--- config.mk ---
export PLATFORM = sky130hd
export DESIGN_NAME = multicycle_control_fsm
export DESIGN_NICKNAME = d
export VERILOG_FILES = /design/src/rtl/multicycle_control_fsm.sv
export SDC_FILE = /design/constraint.sdc
export NUM_CORES = 1
export LEC_CHECK = 0
export CAP_MARGIN = 5
export CORE_MARGIN = 10
export CORE_UTILIZATION = 36
export CTS_BUF_LIST = sky130_fd_sc_hd__clkbuf_4
export DETAILED_ROUTE_END_ITERATION = 10
export MAX_ROUTING_LAYER = met4
export PLACE_DENSITY = 0.88
export SYNTH_ARGS = -nofsm -noshare
export SYNTH_HDL_FRONTEND = slang
export SYNTH_SLANG_ARGS = --single-unit
export TNS_END_PERCENT = 100
--- constraint.sdc ---
create_clock -name clk -period 1.3 [get_ports clk]
set_input_delay 0.26 -clock clk [delete_from_list [all_inputs] [get_ports clk]]
set_output_delay 0.26 -clock clk [all_outputs]
set_load 0.05 [all_outputs]
--- src/rtl/multicycle_control_fsm.sv ---
// Multi-cycle RV32I sequencing controller.
// Steps shared ALU/memory through fetch, decode, execute, memory, writeback.
module multicycle_control_fsm (
  input  logic       clk,
  input  logic       reset,
  input  logic [6:0] opcode,
  input  logic       zero,
  input  logic       mem_ready,
  output logic       PCWrite,
  output logic       IRWrite,
  output logic       IorD,
  output logic       MemRead,
  output logic       MemWrite,
  output logic       MemtoReg,
  output logic       RegWrite,
  output logic [1:0] ALUSrcA,
  output logic [1:0] ALUSrcB,
  output logic [1:0] ALUOp,
  output logic       PCSrc,
  output logic [3:0] state,
  output logic       retire,
  output logic       illegal
);

  localparam logic [6:0] OP_R  = 7'b0110011;
  localparam logic [6:0] OP_I  = 7'b0010011;
  localparam logic [6:0] OP_LD = 7'b0000011;
  localparam logic [6:0] OP_ST = 7'b0100011;
  localparam logic [6:0] OP_BR = 7'b1100011;

  typedef enum logic [3:0] {
    S_FETCH   = 4'd0,
    S_DECODE  = 4'd1,
    S_MEMADR  = 4'd2,
    S_MEMRD   = 4'd3,
    S_MEMWB   = 4'd4,
    S_MEMWR   = 4'd5,
    S_EXEC_R  = 4'd6,
    S_EXEC_I  = 4'd7,
    S_ALUWB   = 4'd8,
    S_BRANCH  = 4'd9,
    S_ILLEGAL = 4'd10
  } state_t;

  state_t cur;

  assign state = cur;

  always_ff @(posedge clk) begin
    if (reset) begin
      cur     <= S_FETCH;
      illegal <= 1'b0;
    end else begin
      case (cur)
        S_FETCH:
          if (mem_ready) cur <= S_DECODE;
        S_DECODE:
          if (opcode == OP_LD || opcode == OP_ST)
            cur <= S_MEMADR;
          else if (opcode == OP_R)
            cur <= S_EXEC_R;
          else if (opcode == OP_I)
            cur <= S_EXEC_I;
          else if (opcode == OP_BR)
            cur <= S_BRANCH;
          else begin
            cur     <= S_ILLEGAL;
            illegal <= 1'b1;
          end
        S_MEMADR:
          if (opcode == OP_LD)
            cur <= S_MEMRD;
          else if (opcode == OP_ST)
            cur <= S_MEMWR;
          else begin
            cur     <= S_ILLEGAL;
            illegal <= 1'b1;
          end
        S_MEMRD:
          if (mem_ready) cur <= S_MEMWB;
        S_MEMWB:   cur <= S_FETCH;
        S_MEMWR:
          if (mem_ready) cur <= S_FETCH;
        S_EXEC_R:  cur <= S_ALUWB;
        S_EXEC_I:  cur <= S_ALUWB;
        S_ALUWB:   cur <= S_FETCH;
        S_BRANCH:  cur <= S_FETCH;
        S_ILLEGAL: cur <= S_ILLEGAL;
        default:   cur <= S_FETCH;
      endcase
    end
  end

  // Strobes depend on mem_ready/zero and are killed by reset in the same cycle.
  always_comb begin
    PCWrite  = 1'b0;
    IRWrite  = 1'b0;
    IorD     = 1'b0;
    MemRead  = 1'b0;
    MemWrite = 1'b0;
    MemtoReg = 1'b0;
    RegWrite = 1'b0;
    ALUSrcA  = 2'b00;
    ALUSrcB  = 2'b00;
    ALUOp    = 2'b00;
    PCSrc    = 1'b0;
    retire   = 1'b0;
    if (!reset) begin
      case (cur)
        S_FETCH: begin
          MemRead = 1'b1;
          ALUSrcB = 2'b01;
          IRWrite = mem_ready;
          PCWrite = mem_ready;
        end
        S_DECODE: begin
          ALUSrcA = 2'b01;
          ALUSrcB = 2'b10;
        end
        S_MEMADR, S_EXEC_I: begin
          ALUSrcA = 2'b10;
          ALUSrcB = 2'b10;
        end
        S_MEMRD: begin
          MemRead = 1'b1;
          IorD    = 1'b1;
        end
        S_MEMWB: begin
          RegWrite = 1'b1;
          MemtoReg = 1'b1;
          retire   = 1'b1;
        end
        S_MEMWR: begin
          MemWrite = 1'b1;
          IorD     = 1'b1;
          retire   = mem_ready;
        end
        S_EXEC_R: begin
          ALUSrcA = 2'b10;
          ALUOp   = 2'b10;
        end
        S_ALUWB: begin
          RegWrite = 1'b1;
          retire   = 1'b1;
        end
        S_BRANCH: begin
          ALUSrcA = 2'b10;
          ALUOp   = 2'b01;
          PCSrc   = 1'b1;
          PCWrite = zero;
          retire  = 1'b1;
        end
        default: ;
      endcase
    end
  end

endmodule

==> tab_implementation.tex, run 1 <==
\begin{tabular}{lr}
\hline
Metric & Value \\
\hline
\multicolumn{2}{l}{\textbf{Outcome}} \\
Error Message & [ERROR DPL-0038] Utilization greater than 100\%, impossible to legalize \\
Stage where the flow stopped & clock tree synthesis (4\_1\_cts) \\
Run status & stopped before the end \\
\multicolumn{2}{l}{\textbf{Logic synthesis}} \\
Post-synth EDFFs & 0 \\
Synthesized Nets & 92 \\
Synthesized area per cell & 7.17 sq um \\
FF+latch count, synth & 5 \\
Most used flip-flop cell after synthesis & dfxtp\_1 \\
Unique masters post-synth & 37 \\
Yosys warns & 0 \\
Post-synthesis async set-or-reset flop share & 0 \\
Sequential fraction of the synthesis area & 0.172 \\
Post-Synthesis Cells & 81 \\
Cell Area, Synth & 581 sq um \\
\multicolumn{2}{l}{\textbf{Clock tree}} \\
Root buffer cell & clkbuf\_4 \\
Clock sinks & 5 \\
CTS resizes & 46 \\
Maximum count of clock buffers along a single path & 2 \\
Cts bufs inserted & 3 \\
Clock H-tree levels & 1 \\
Hold Buf Count CTS & 0 \\
Post-CTS setup repair buffer count & 16 \\
\multicolumn{2}{l}{\textbf{Placed design}} \\
DP HPWL & 2.61 mm \\
Count of input and output buffers & 30 \\
RePlAce Congestion & 0.975 \\
\multicolumn{2}{l}{\textbf{Die}} \\
Starting density of the core & 0.381 \\
Die boundary width & 60.2 um \\
I/O pin count & 31 \\
Die boundary height & 60.2 um \\
Std-Cell Rows & 14 \\
\hline
\end{tabular}
==> synth_stat cells, drive strengths merged (2+ instances only) <==
library cell  number  area (sq um)
a21oi              5          25.0
inv                4          15.0
o2bb2ai            3          26.3
buf                5          36.3
nand3b             2          15.0
nor2b              4          25.0
dfxtp              5           100
clkbuf             2          7.51
a22oi              2          15.0
nor4               4          31.3
nor2              11          48.8
and3               2          12.5
nand2              3          11.3
a21o               2          15.0
o21ai              2          10.0
nor3               5          25.0
nand2b             4          25.0
==> cells by family after synthesis <==
kind of cell | Yosys count | share of synthesized area
buffers and inverters | 11 | 0.101
multiplexers | 1 | 0.0172
XOR/XNOR | 2 | 0.0302
AND/OR/NAND/NOR | 40 | 0.405
AO/OA/AOI/OAI | 22 | 0.274
flip-flops | 5 | 0.172
==> through the flow <==
| stage | setup WS, ns | util | cells | cell area (sq um) | TNS, ns |
|---|---|---|---|---|---|
| after detailed placement | -0.753 | 0.947 | 150 | 1440 | -10.27 |
| after floorplan | -0.811 | - | 81 | 766 | -4.77 |
| after global placement | -0.696 | 0.947 | 150 | 1440 | -9.22 |
==> inputs of run 2 (changes only) <==
--- a/config.mk
+++ b/config.mk
@@ -6,12 +6,10 @@
 export NUM_CORES = 1
 export LEC_CHECK = 0
 export CAP_MARGIN = 5
-export CORE_MARGIN = 10
-export CORE_UTILIZATION = 36
-export CTS_BUF_LIST = sky130_fd_sc_hd__clkbuf_4
+export CORE_AREA = 10 10 71 73
 export DETAILED_ROUTE_END_ITERATION = 10
-export MAX_ROUTING_LAYER = met4
-export PLACE_DENSITY = 0.88
+export DIE_AREA = 0 0 81 83
+export PLACE_DENSITY_LB_ADDON = 0.15
 export SYNTH_ARGS = -nofsm -noshare
 export SYNTH_HDL_FRONTEND = slang
 export SYNTH_SLANG_ARGS = --single-unit
==> constraint.sdc (replaced) <==
create_clock -name clk -period 1.7 [get_ports clk]
set_input_delay 0.34 -clock clk [delete_from_list [all_inputs] [get_ports clk]]
set_output_delay 0.34 -clock clk [all_outputs]
set_load 0.05 [all_outputs]
==> run 2 against run 1 <==
Compared with the run above: the flow now finishes, with violations (setup timing); area after synthesis unchanged; synthesized cell count unchanged.
==> tab_implementation.tex, run 2 <==
\begin{tabular}{lr}
\hline
Metric & Value \\
\hline
\multicolumn{2}{l}{\textbf{Critical path}} \\
Largest stage delay on the critical path & 0.43 ns \\
Cell family with the largest share of critical-path delay & simple AND/OR/NAND/NOR gates \\
Buffers \& Inverters on Critical Path & 2 \\
Cell-by-cell trace of the critical path & or3\_4 -> nor4\_4 -> buf\_4 -> buf\_12 \\
Slowest library cell on the worst path & or3\_4 \\
Worst-path fanout max & 4 \\
CP required & 1.36 ns \\
Crit path launch type & register \\
Classification of the worst setup path & register to output pin \\
Critical Path End Type & output pin \\
Arrival @ worst endpoint & 1.47 ns \\
\multicolumn{2}{l}{\textbf{Pwr}} \\
Internal power of the cells & 1010 uW \\
Sw Pwr & 911 uW \\
Portion of total power attributed to sequential cells & 0.124 \\
Power Dens Cells & 1260 mW/mm\^{}2 \\
Peak VDD IR & 0.548 mV \\
Switching part of the total & 0.474 \\
Logic gate share of total power & 0.765 \\
Share of total power in the clock network & 0.111 \\
Leakage & 0.000595 uW \\
\multicolumn{2}{l}{\textbf{Logic synthesis}} \\
Synthesized area per cell & 7.17 sq um (unchanged) \\
Cell Area, Synth & 581 sq um (unchanged) \\
Unique masters post-synth & 37 (unchanged) \\
Sequential fraction of the synthesis area & 0.172 (unchanged) \\
FF+latch count, synth & 5 (unchanged) \\
Yosys warns & 0 (unchanged) \\
Post-synthesis async set-or-reset flop share & 0 (unchanged) \\
Most used flip-flop cell after synthesis & dfxtp\_1 (unchanged) \\
Post-Synthesis Cells & 81 (unchanged) \\
Post-synth top cells & nor2\_1, a21oi\_1, dfxtp\_1, nor3\_1 (unchanged) \\
Post-synth EDFFs & 0 (unchanged) \\
Proportion of netlist area held by the largest area contributor & 0.172 (unchanged) \\
Synthesized Nets & 92 (unchanged) \\
Synth top area cells & dfxtp\_1, nor2\_1, o2bb2ai\_1 (unchanged) \\
Cell type contributing the most total cell area after synthesis & dfxtp\_1 (unchanged) \\
Most instantiated library cell after synthesis & nor2\_1 (unchanged) \\
\multicolumn{2}{l}{\textbf{Clock tree}} \\
Clock slew at the register clock pins of the worst setup and hold paths & 0.04 ns \\
Cts bufs inserted & 3 (unchanged) \\
Worst-skew pair later-pin latency & 0.22 ns \\
Clock H-tree levels & 1 (unchanged) \\
Clock sinks & 5 (unchanged) \\
Maximum count of clock buffers along a single path & 2 (unchanged) \\
Clock tree from TritonCTS & built \\
Root buffer cell & clkbuf\_8 (was clkbuf\_4) \\
Hold Buf Count CTS & 0 (unchanged) \\
\multicolumn{2}{l}{\textbf{Placed design}} \\
RePlAce Congestion & 0.806 (was 0.975) \\
Placement Setup Slack & -0.453 ns (was -0.753 ns) \\
Number of instances in the placed design & 175 (was 150) \\
Count of input and output buffers & 30 (unchanged) \\
DP HPWL & 2.08 mm (was 2.61 mm) \\
\multicolumn{2}{l}{\textbf{Cells and area}} \\
Most used cells in the layout excluding fill and tap cells & buf\_4, buf\_12, clkdlybuf4s50\_1 \\
Diodes inserted & 0 \\
Area growth from synthesis to layout & 163\% \\
NumNets Final & 148 \\
Final cell count without fillers & 184 \\
Utilization of the core after routing & 0.421 \\
Largest register FFs & 4 \\
Fillcell total & 385 \\
Most common library cell in the layout ignoring fill and taps & buf\_4 \\
Proportion of layout cells with a drive suffix above 1 & 0.603 \\
\multicolumn{2}{l}{\textbf{Run}} \\
Max-cap check violation count & 0 \\
\multicolumn{2}{l}{\textbf{Route}} \\
Total length of routed met3 wires & 133 um \\
Uppermost signal routing layer after detailed routing & met4 \\
Remaining number of nets flagged by the antenna check after routing & 0 \\
Met2 wire len & 1.34 mm \\
Routed length on met1 & 1.16 mm \\
Starting DRC count in detailed routing & 38 \\
Total via count after detailed routing & 821 \\
Routed wirelength normalized by instance count & 14.4 um \\
Drt drc & 0 \\
Total Routed Length & 2.65 mm \\
Number of detailed-route iterations in the first pass & 4 \\
Via density per instance & 4.46 \\
\multicolumn{2}{l}{\textbf{Timing}} \\
Highest clock frequency the design can meet & 554 MHz \\
Final min period & 1.81 ns \\
Fin worst setup slack & -0.107 ns \\
RSZ-0062 raised after global routing & true \\
Final setup violation count & 9 \\
Final clock period utilization by the worst path & 1.06 \\
Normalized max-slew margin & 0.745 \\
Number of max-slew violations in the final report & 0 \\
Slew of the pin with the lowest slew margin & 0.382 ns \\
Final TNS setup & -0.546 ns \\
Final hold vios & 0 \\
Worst Skew & 0.00233 ns \\
\multicolumn{2}{l}{\textbf{Die}} \\
Die boundary width & 81 um (was 60.2 um) \\
Starting density of the core & 0.160 (was 0.381) \\
I/O pin count & 31 (unchanged) \\
Area of the die & 0.00672 sq mm \\
Std-Cell Rows & 22 (was 14) \\
Die boundary height & 83 um (was 60.2 um) \\
Core Area & 0.00363 sq mm \\
\multicolumn{2}{l}{\textbf{Global routing}} \\
Via count of the first global-routing pass & 868 \\
Total Routing Usage GR & 0.0801 \\
Initial antenna violation count & 0 \\
Largest net degree at the start of global routing & 14 \\
Sum of overflow across all layers after global routing & 0 \\
Wire length of the first global-routing pass & 4.33 mm \\
\multicolumn{2}{l}{\textbf{Outcome}} \\
Run status & complete, but fails checks (was stopped before the end) \\
Violations in the final reports & setup timing \\
\multicolumn{2}{l}{\textbf{Worst hold path}} \\
Worst min path class & register to register \\
\hline
\end{tabular}
[run 2: cell counts after synthesis]
Identical to the previous run, type by type.
[run 2: power by group through the flow]
stage          Combinational, uW  Sequential (uW)  Clock (uW)
2_1_floorplan                647              316           0
3_3_place_gp                1340              230           0
3_5_place_dp                1340              229           0
4_1_cts                     1460              239         223
5_1_grt                     1560              252         235
6_report                    1470              239         214
[run 2: layout make-up]
| class | instances | area (sq um) | share of cell area |
|---|---|---|---|
| multi-input cells | 65 | 589 | 0.385 |
| inverters | 4 | 15.0 | 0.00982 |
| repair buffers | 58 | 707 | 0.462 |
| well taps | 48 | 60.1 | 0.0393 |
| clock buffers | 4 | 45.0 | 0.0295 |
| flip-flops and latches | 5 | 113 | 0.0736 |
[run 2: worst register-to-register path, delay by kind of cell (launching register included)]
family,cells,cell delay [ns]
compound gates,2,0.28
buf+inv,2,0.30
flops,1,0.34
simple gates,2,0.55
[run 2: cell families after synthesis]
kind of cell,count (synthesis),share of synthesized area
compound gates,22,0.274
xor+xnor,2,0.0302
buf+inv,11,0.101
flops,5,0.172
mux,1,0.0172
simple gates,40,0.405
[run 2: final timing paths]
check | cells past startpoint | start | to | slack (ns)
min reg2reg | 1 | illegal$_SDFFE_PP0P_ | illegal$_SDFFE_PP0P_ | 0.58
max | 4 | state[2]$_SDFFE_PP0P_ | IRWrite | -0.11
max reg2reg | 6 | state[2]$_SDFFE_PP0P_ | illegal$_SDFFE_PP0P_ | 0.18
min | 1 | illegal$_SDFFE_PP0P_ | illegal$_SDFFE_PP0P_ | 0.58
[run 2: per-layer routing]
layer	vias up	GRT usage
met1	385	0.0957
li1	412	-
met3	2	0.0280
met5	-	0
met2	22	0.134
met4	0	0.0141
[run 2: through the flow]
stage	instance area, sq um	hold slack (ns)	power (uW)
global route	1530	0.641	2040
detailed placement	1340	0.579	1570
CTS	1500	0.588	1920
floorplan	682	0.521	963
global placement	1340	0.567	1570
finish	1530	0.581	1920
[run 2: what timing repair did]
action                                 in CTS  in global routing
gates cloned                                0                  0
setup endpoints to repair                  15                 15
resized for setup                          24                  5
endpoints found under the hold margin       0                  0
pin swaps                                   9                  7
setup buffers                               5                  1
No activity file was read; power rests on OpenSTA's default activity.
==> inputs of run 3 (changes only) <==
--- a/config.mk
+++ b/config.mk
@@ -6,9 +6,10 @@
 export NUM_CORES = 1
 export LEC_CHECK = 0
 export CAP_MARGIN = 5
-export CORE_AREA = 10 10 71 73
+export CORE_AREA = 2 2 63 65
+export CTS_BUF_LIST = sky130_fd_sc_hd__clkbuf_8 sky130_fd_sc_hd__clkbuf_16
 export DETAILED_ROUTE_END_ITERATION = 10
-export DIE_AREA = 0 0 81 83
+export DIE_AREA = 0 0 65 67
 export PLACE_DENSITY_LB_ADDON = 0.15
 export SYNTH_ARGS = -nofsm -noshare
 export SYNTH_HDL_FRONTEND = slang
==> run 3 against run 2 <==
Compared with the run above: global-route usage up 4.4 points; die area down 35%; clock-buffer cell count down 1; maximum frequency down 5.1%; non-clock buffer count up 6; clock power down 2%; final area up 6.1%; the flow still finishes with violations (setup timing); flip-flop and latch count unchanged; combinational power up 6%.
==> tab_implementation.tex, run 3 (synthesized netlist as in run 2, its figures left out) <==
\begin{tabular}{lr}
\hline
Metric & Value \\
\hline
\multicolumn{2}{l}{\textbf{Die}} \\
Starting density of the core & 0.161 (was 0.160) \\
I/O pin count & 31 (unchanged) \\
Area of the die & 0.00436 sq mm (was 0.00672 sq mm) \\
Die boundary height & 67 um (was 83 um) \\
Die boundary width & 65 um (was 81 um) \\
Core Area & 0.00361 sq mm (was 0.00363 sq mm) \\
Std-Cell Rows & 22 (unchanged) \\
\multicolumn{2}{l}{\textbf{Placed design}} \\
Placement Setup Slack & -0.457 ns (was -0.453 ns) \\
DP HPWL & 1.91 mm (was 2.08 mm) \\
RePlAce Congestion & 0.823 (was 0.806) \\
Count of input and output buffers & 30 (unchanged) \\
\multicolumn{2}{l}{\textbf{Route}} \\
Drt drc & 0 (unchanged) \\
Total Routed Length & 2.59 mm (was 2.65 mm) \\
Via density per instance & 4.54 (was 4.46) \\
Starting DRC count in detailed routing & 51 (was 38) \\
Total via count after detailed routing & 863 (was 821) \\
Remaining number of nets flagged by the antenna check after routing & 0 (unchanged) \\
Routed wirelength normalized by instance count & 13.6 um (was 14.4 um) \\
Number of detailed-route iterations in the first pass & 4 (unchanged) \\
\multicolumn{2}{l}{\textbf{Cells and area}} \\
NumNets Final & 154 (was 148) \\
Area growth from synthesis to layout & 179\% (was 163\%) \\
Most common library cell in the layout ignoring fill and taps & buf\_4 (unchanged) \\
Proportion of layout cells with a drive suffix above 1 & 0.634 (was 0.603) \\
Largest register FFs & 4 (unchanged) \\
Fillcell total & 356 (was 385) \\
Most used cells in the layout excluding fill and tap cells & buf\_4, buf\_12, clkdlybuf4s50\_1 (unchanged) \\
Diodes inserted & 0 (unchanged) \\
\multicolumn{2}{l}{\textbf{Global routing}} \\
Sum of overflow across all layers after global routing & 0 (unchanged) \\
Via count of the first global-routing pass & 845 (was 868) \\
Wire length of the first global-routing pass & 4.06 mm (was 4.33 mm) \\
Initial antenna violation count & 0 (unchanged) \\
Total Routing Usage GR & 0.124 (was 0.0801) \\
Largest net degree at the start of global routing & 14 (unchanged) \\
\multicolumn{2}{l}{\textbf{Critical path}} \\
Launch point of the worst reg-to-reg path & state[2]\$\_SDFFE\_PP0P\_ (unchanged) \\
Slowest library cell on the worst path & or3\_4 (unchanged) \\
Critical Path End Type & output pin (unchanged) \\
Arrival @ worst endpoint & 1.56 ns (was 1.47 ns) \\
Number of cells on the worst reg-to-reg path & 7 (was 6) \\
Cell family with the largest share of critical-path delay & simple AND/OR/NAND/NOR gates (unchanged) \\
Crit path launch type & register (unchanged) \\
Classification of the worst setup path & register to output pin (unchanged) \\
Largest stage delay on the critical path & 0.41 ns (was 0.43 ns) \\
Worst Setup SP & state[2]\$\_SDFFE\_PP0P\_ (unchanged) \\
Cell-by-cell trace of the critical path & or3\_4 -> nor4\_4 -> buf\_4 -> buf\_12 (unchanged) \\
Buffers \& Inverters on Critical Path & 2 (unchanged) \\
Worst-path fanout max & 3 (was 4) \\
CP required & 1.36 ns (about the same) \\
Capture instance of the worst register-to-register path & illegal\$\_SDFFE\_PP0P\_ (unchanged) \\
Slack of the worst reg-to-reg path & 0.08 ns (was 0.18 ns) \\
\multicolumn{2}{l}{\textbf{Clock tree}} \\
Clock H-tree levels & 1 (unchanged) \\
Clock tree from TritonCTS & built (unchanged) \\
Cts bufs inserted & 3 (unchanged) \\
Clock slew at the register clock pins of the worst setup and hold paths & 0.03 ns (was 0.04 ns) \\
Root buffer cell & clkbuf\_8 (unchanged) \\
Hold Buf Count CTS & 0 (unchanged) \\
Clock sinks & 5 (unchanged) \\
Worst-skew pair later-pin latency & 0.22 ns (about the same) \\
Maximum count of clock buffers along a single path & 2 (unchanged) \\
\multicolumn{2}{l}{\textbf{Timing}} \\
Slew of the pin with the lowest slew margin & 0.337 ns (was 0.382 ns) \\
Final hold vios & 0 (unchanged) \\
Highest clock frequency the design can meet & 525 MHz (was 554 MHz) \\
Fin worst setup slack & -0.204 ns (was -0.107 ns) \\
Final clock period utilization by the worst path & 1.12 (was 1.06) \\
Normalized max-slew margin & 0.775 (was 0.745) \\
Worst Skew & 0.00126 ns (was 0.00233 ns) \\
RSZ-0062 raised after global routing & true (unchanged) \\
Final setup violation count & 10 (was 9) \\
Number of max-slew violations in the final report & 0 (unchanged) \\
Final min period & 1.90 ns (was 1.81 ns) \\
\multicolumn{2}{l}{\textbf{Pwr}} \\
Peak VDD IR & 0.672 mV (was 0.548 mV) \\
Leakage & 0.000623 uW (was 0.000595 uW) \\
Post-route total power & 2020 uW (was 1920 uW) \\
Power Dens Cells & 1250 mW/mm\^{}2 (was 1260 mW/mm\^{}2) \\
\multicolumn{2}{l}{\textbf{Worst hold path}} \\
Count of cells along the worst hold path & 1 (unchanged) \\
Worst hold endpoint & illegal\$\_SDFFE\_PP0P\_ (unchanged) \\
Worst min path class & register to register (unchanged) \\
Hold Path Origin & illegal\$\_SDFFE\_PP0P\_ (unchanged) \\
\multicolumn{2}{l}{\textbf{Run}} \\
Max-cap check violation count & 0 (unchanged) \\
\multicolumn{2}{l}{\textbf{Outcome}} \\
Violations in the final reports & setup timing (unchanged) \\
Run status & complete, but fails checks (unchanged) \\
\hline
\end{tabular}
[run 3: cell count changes in the layout (fill, tap and decap cells not counted), moves of 2 or more]
cell,before,now
nand2_4,2,0
nor2_4,4,6
buf_4,25,30
buf_12,18,21
[run 3: worst max path at each step]
stage / cells after the start / slack [ns] / endpoint
3_5_place_dp: 5 / -0.46 / IRWrite
3_3_place_gp: 5 / -0.44 / IRWrite
4_1_cts: 4 / -0.24 / IRWrite
6_report: 4 / -0.20 / IRWrite
2_1_floorplan: 4 / -0.51 / PCWrite
5_1_grt: 4 / -0.28 / IRWrite
[run 3: power breakdown]
| group | switching, uW | leakage (uW) | internal, uW |
|---|---|---|---|
| combinational | 794 | 0.000553 | 762 |
| clock | 55.9 | 0.0000269 | 155 |
| sequential | 88.2 | 0.0000439 | 167 |
| total | 938 | 0.000623 | 1080 |
[run 3: timing repair]
| item | 4_1_cts | 5_1_grt |
|---|---|---|
| setup buffers | 6 | 5 |
| pin swaps | 6 | 10 |
| gates resized for setup | 20 | 17 |
| setup endpoints to repair | 15 | 16 |
[run 3: layer usage]
| metal | up-vias | track usage | wire length, um |
|---|---|---|---|
| li1 | 421 | - | - |
| met2 | 27 | 0.216 | 1390 |
| met5 | - | 0 | 0 |
| met4 | 0 | 0.00798 | 0 |
| met3 | 0 | 0.0372 | 108 |
| met1 | 415 | 0.157 | 1090 |
[run 3: metrics by stage]
step                      instances   util  cell area (sq um)  TNS (ns)  hold WS [ns]
final                           190  0.450               1620     -1.28         0.571
after global routing            190  0.450               1620     -2.01         0.614
after CTS                       185  0.414               1490     -1.15         0.568
after detailed placement        175  0.372               1340     -4.35         0.557
after global placement          175  0.372               1340     -4.29         0.568
after floorplan                  81      -                682     -2.37         0.521
[run 3: cell type report]
| class | instances | area (sq um) | area share |
|---|---|---|---|
| multi-input cells | 65 | 608 | 0.375 |
| flip-flops and latches | 5 | 115 | 0.0710 |
| clock inverters | 1 | 3.75 | 0.00231 |
| well taps | 48 | 60.1 | 0.0370 |
| inverters | 4 | 15.0 | 0.00926 |
| clock buffers | 3 | 41.3 | 0.0255 |
| repair buffers | 64 | 778 | 0.480 |
